===== config.mk =====
export PLATFORM = sky130hd
export DESIGN_NAME = udsp_frame_sequencer
export DESIGN_NICKNAME = d
export VERILOG_FILES = /design/src/rtl/udsp_frame_sequencer.sv
export SDC_FILE = /design/constraint.sdc
export NUM_CORES = 1
export LEC_CHECK = 0
export ABC_AREA = 1
export CAP_MARGIN = 40
export CORE_ASPECT_RATIO = 1.25
export CORE_MARGIN = 4
export CORE_UTILIZATION = 29
export CTS_BUF_LIST = sky130_fd_sc_hd__clkbuf_4 sky130_fd_sc_hd__clkbuf_8
export DETAILED_ROUTE_END_ITERATION = 6
export PLACE_DENSITY_LB_ADDON = 0.12
export SLEW_MARGIN = 20
export SYNTH_ARGS = -nofsm -noshare
export SYNTH_HDL_FRONTEND = slang
export SYNTH_SLANG_ARGS = --single-unit

===== constraint.sdc =====
create_clock -name clk -period 1.85 [get_ports clk]
set_input_delay 0.185 -clock clk [delete_from_list [all_inputs] [get_ports clk]]
set_output_delay 0.185 -clock clk [all_outputs]
set_load 0.02 [all_outputs]

===== src/rtl/udsp_frame_sequencer.sv =====
// Per-sample frame controller: starts the uDSP core on each sample tick and arbitrates data-memory writes.
// Optional saturating dropped-tick counter is built when UDSP_SEQ_OVERRUN_CNT_EN is defined.
module udsp_frame_sequencer #(
    parameter int DAW        = 10,
    parameter int DWW        = 36,
    parameter int PROG_LEN   = 512,
    parameter int PIPE_DEPTH = 3
) (
    input  logic            clk,
    input  logic            reset,
    input  logic            sample_tick,
    output logic            dsp_start,
    input  logic [DAW-1:0]  dsp_addrW,
    input  logic [DWW-1:0]  dsp_dataW,
    input  logic            dsp_writeEn,
    input  logic            host_valid,
    output logic            host_ready,
    input  logic [DAW-1:0]  host_addr,
    input  logic [DWW-1:0]  host_data,
    output logic [DAW-1:0]  mem_addrW,
    output logic [DWW-1:0]  mem_dataW,
    output logic            mem_writeEn,
    output logic            busy,
    output logic            frame_done,
    output logic            overrun,
    input  logic            overrun_clr,
    output logic [15:0]     overrun_count
);

    localparam int RUN_LEN = PROG_LEN + PIPE_DEPTH;
    localparam int CW      = $clog2(RUN_LEN + 1);
    localparam logic [CW-1:0] LAST = CW'(RUN_LEN - 1);

    typedef enum logic [1:0] {IDLE, START, RUN, DONE} state_t;

    state_t        state, state_next;
    logic [CW-1:0] run_cnt;
    logic          dropped;

    always_comb begin
        state_next = state;
        case (state)
            IDLE:    if (sample_tick) state_next = START;
            START:   state_next = RUN;
            RUN:     if (run_cnt == LAST) state_next = DONE;
            DONE:    state_next = IDLE;
            default: state_next = IDLE;
        endcase
    end

    assign dropped    = sample_tick && (state != IDLE);
    assign host_ready = (state == IDLE) && !sample_tick;

    // Status outputs are registered from the next state so they line up with the state register.
    always_ff @(posedge clk) begin
        if (reset) begin
            state      <= IDLE;
            run_cnt    <= '0;
            dsp_start  <= 1'b0;
            frame_done <= 1'b0;
            busy       <= 1'b0;
            overrun    <= 1'b0;
        end else begin
            state      <= state_next;
            dsp_start  <= (state_next == START);
            frame_done <= (state_next == DONE);
            busy       <= (state_next != IDLE);
            if (state == START) begin
                run_cnt <= '0;
            end else if (state == RUN) begin
                run_cnt <= run_cnt + 1'b1;
            end
            if (dropped) begin
                overrun <= 1'b1;
            end else if (overrun_clr) begin
                overrun <= 1'b0;
            end
        end
    end

    // Core writes are gated by reset so an aborted frame cannot write in the reset cycle.
    always_comb begin
        mem_writeEn = 1'b0;
        mem_addrW   = dsp_addrW;
        mem_dataW   = dsp_dataW;
        if (state == RUN) begin
            mem_writeEn = dsp_writeEn && !reset;
        end else if (host_valid && host_ready) begin
            mem_writeEn = 1'b1;
            mem_addrW   = host_addr;
            mem_dataW   = host_data;
        end
    end

`ifdef UDSP_SEQ_OVERRUN_CNT_EN
    always_ff @(posedge clk) begin
        if (reset) begin
            overrun_count <= '0;
        end else if (dropped && overrun_clr) begin
            overrun_count <= 16'd1;
        end else if (overrun_clr) begin
            overrun_count <= '0;
        end else if (dropped && (overrun_count != 16'hFFFF)) begin
            overrun_count <= overrun_count + 16'd1;
        end
    end
`else
    assign overrun_count = '0;
`endif

endmodule


==> run_results.csv <==
group,metric,value,unit
run_status,outcome,"finished with violations",
run_status,violations,"negative setup slack",
flow_run,cap_violations,0,
floorplanning,core.rowCount,29,
sta,whs,470,ps
setup_path,required,1660,ps
yosys,synth_xor_area_share,0,%
sta,setup_viol,46,
floorplanning,dieArea,6640,um2
sta,fin_tns_setup,-6590,ps
place,place_congestion,0.815,
sta,setup_slack,-229,ps
place,dp_hpwl,5580,um
grt,grt_max_degree,12,
sta,grt_setup_unrepaired,"yes",
yosys,netlist_instances,174,
final_layout,final_util,67.5,%
sta,fmax,0.481,GHz
floorplanning,core_area,5150,um2
sta,drv_slew,0,
cts,cts_buffers,3,
yosys,ys_seq_area_share,20.5,%
routing,routed_wl,6820,um
routing,post_drt_wl_per_cell,16.6,um
grt,grt_pass1_vias,1709,
cts,cts_sinks,16,
routing,viasPerCell,4.25,
setup_path,crit_end,"mem_dataW[30]",
yosys,synthAdderAreaFrac,4.80,%
final_layout,diodes,0,
grt,antenna_found_initial,0,
cts,clockBufferDepth,2,
sta,finalClockSkew,1.05,ps
setup_path,worst_setup_path_end_kind,"output pin",
yosys,yosys-top-cells-area,"mux2_4 (28%), dfxtp_1 (20%), mux2_2 (12%)",
floorplanning,die_y,90.1,um
cts,clock_latency,250,ps
cts,cts_tree,"yes",
routing,drtIter0Drc,44,
setup_path,worstSetupPathType,"flop to output pin",
routing,firstDrtPassIters,4,
final_layout,fin_nets,453,
routing,vias,1743,
yosys,yosysTopAreaCell,"mux2_4",
setup_path,rr_endpoint,"run_cnt[6]$_SDFFE_PP0P_",
yosys,synth_area,1560,um2
grt,grt_usage,19.1,%
routing,drtAntennaViolNets,0,
yosys,ys_seq_elements,16,
power,max-vdd-ir-drop,0.000689,V
yosys,synth_top_family_by_area,"multiplexers",
final_layout,drive_above_1_share,39.1,%
grt,globalRouteOverflowTotal,0,
setup_path,worst_ep_arrival_time,1890,ps
yosys,avgSynthCellArea,8.99,um2
setup_path,worst-r2r-cell-count,8,
power,p_leak,0.00165,uW
setup_path,cp-startpoint,"state[0]$_SDFF_PP0_",
yosys,yosys.cell_types.count,20,
floorplanning,die_x,73.7,um
sta,hold_viol,0,
routing,drc,0,
yosys,yosys.area_share.simple,13.2,%
cts,cts.reportedPaths.clkPinSlew,60,ps
setup_path,r2r_slack,250,ps
sta,post-route-period-util,112,%
yosys,synthMuxAreaShare,40.1,%
floorplanning,io_pins,166,
place,placed_cells,392,
yosys,yosys.area.top_type_share,27.8,%
final_layout,area_growth,122,%
yosys,synth-compound-area-share,5.28,%
floorplanning,start_util,30.4,%
cts,h-tree-depth,1,
setup_path,startpoint_type,"flop",
final_layout,instances_no_fill,410,
yosys,yosysWarnings,0,
power,p_per_area,557,nW/um2
cts,clock-root-buffer,"clkbuf_8",
hold_path,worstHoldPathType,"flop to flop",
setup_path,path_max_fanout,5,
place,portBuffers,149,
sta,finalCriticalPeriod,2080,ps
setup_path,r2r-start,"state[1]$_SDFF_PP0_",
grt,grt_first_pass_wirelength,9720,um
==> critical path, stage by stage, from the launching register on <==
cell	delay, ps
dfxtp_2	330
inv_4	80
ha_4	140
inv_4	40
nor2_4	100
nand3_4	110
buf_12	150
buf_12	130
buf_16	130
mux2_4	290
buf_6	130
==> layout make-up <==
class / instances / area [um2]
Fill cell: 398 / 1680
Multi-Input combinational cell: 131 / 1090
Clock buffer: 4 / 55.1
Sequential cell: 16 / 323
Inverter: 21 / 83.8
Timing Repair Buffer: 176 / 1850
Tap cell: 62 / 77.6
==> routing by layer <==
layer	vias up	global-route usage [%]	routed length (um)
li1	887	-	-
met1	774	20.6	2460
met2	73	35.1	3630
met3	9	4.02	598
met4	0	6.34	135
met5	-	0	0
==> stage by stage <==
stage                     total power [uW]  setup slack [ps]  area (um2)
after global placement                1440              -344        3140
after global routing                  2030              -289        3480
final                                 1940              -229        3480
after detailed placement              1450              -361        3140
after CTS                             1930              -244        3430
after floorplan                        942               176        1620
==> synthesized netlist by cell type <==
master,number
mux2_4,29
nand2_1,25
inv_1,21
mux2_2,17
buf_4,16
dfxtp_1,16
nor2_1,13
a21oi_1,8
o21ai_0,7
ha_1,6
buf_6,4
nand3_1,3
nor3b_1,2
buf_2,1
conb_1,1
nand3_2,1
nand4_1,1
nor2_2,1
nor2_4,1
o21a_1,1
==> where the power goes <==
group | internal, uW | leakage (uW) | switching [uW]
registers | 372 | 0.000131 | 14.2
clock network | 189 | 0.0000288 | 123
logic | 740 | 0.00149 | 498
total | 1300 | 0.00165 | 635
==> state kept, by name, indices dropped and copies added (netlist names) <==
name,count
frame_done,1
overrun,1
state,2
dsp_start,1
busy,1
run_cnt,10
==> kinds of logic after synthesis <==
kind of cell / count (synthesis)
other: 1
DFF: 16
adders and majority gates: 6
and+or+nand+nor: 47
muxes: 46
buffers and inverters: 42
AOI/OAI and AO/OA: 16
==> layout by cell type (no fill, tap or decap) <==
cell,instances
a21oi_1,8
buf_12,4
buf_16,3
buf_2,1
buf_4,27
buf_6,38
bufbuf_16,1
clkbuf_8,4
clkdlybuf4s50_1,101
conb_1,16
dfxtp_1,14
dfxtp_2,2
dlygate4sd2_1,1
ha_1,4
ha_4,2
inv_1,17
inv_2,2
inv_4,2
mux2_2,17
mux2_4,29
nand2_1,24
nand2_2,1
nand3_1,3
nand3_4,1
nand4_1,1
nor2_1,13
nor2_2,1
nor2_4,1
nor3b_1,2
o21a_1,1
o21ai_0,7
==> what timing repair did <==
action                                 in CTS  in global routing
resized for setup                         281                  9
cloned                                      4                  0
endpoints found under the hold margin       0                  0
setup buffers                               7                  3
pin swaps                                   3                  2
setup endpoints to repair                  48                 48
hold buffers                                0                  0
==> worst min path at each step <==
stage,start,endpoint,slack [ps],depth (start not counted)
after floorplan,reset,overrun$_SDFFE_PP0P_,250,1
after global placement,overrun$_SDFFE_PP0P_,overrun$_SDFFE_PP0P_,450,2
after detailed placement,run_cnt[7]$_SDFFE_PP0P_,run_cnt[7]$_SDFFE_PP0P_,460,2
after CTS,run_cnt[7]$_SDFFE_PP0P_,run_cnt[7]$_SDFFE_PP0P_,470,2
after global routing,run_cnt[4]$_SDFFE_PP0P_,run_cnt[4]$_SDFFE_PP0P_,500,1
final,run_cnt[7]$_SDFFE_PP0P_,run_cnt[7]$_SDFFE_PP0P_,470,2
Note: power is estimated with default switching activity, not from simulation.
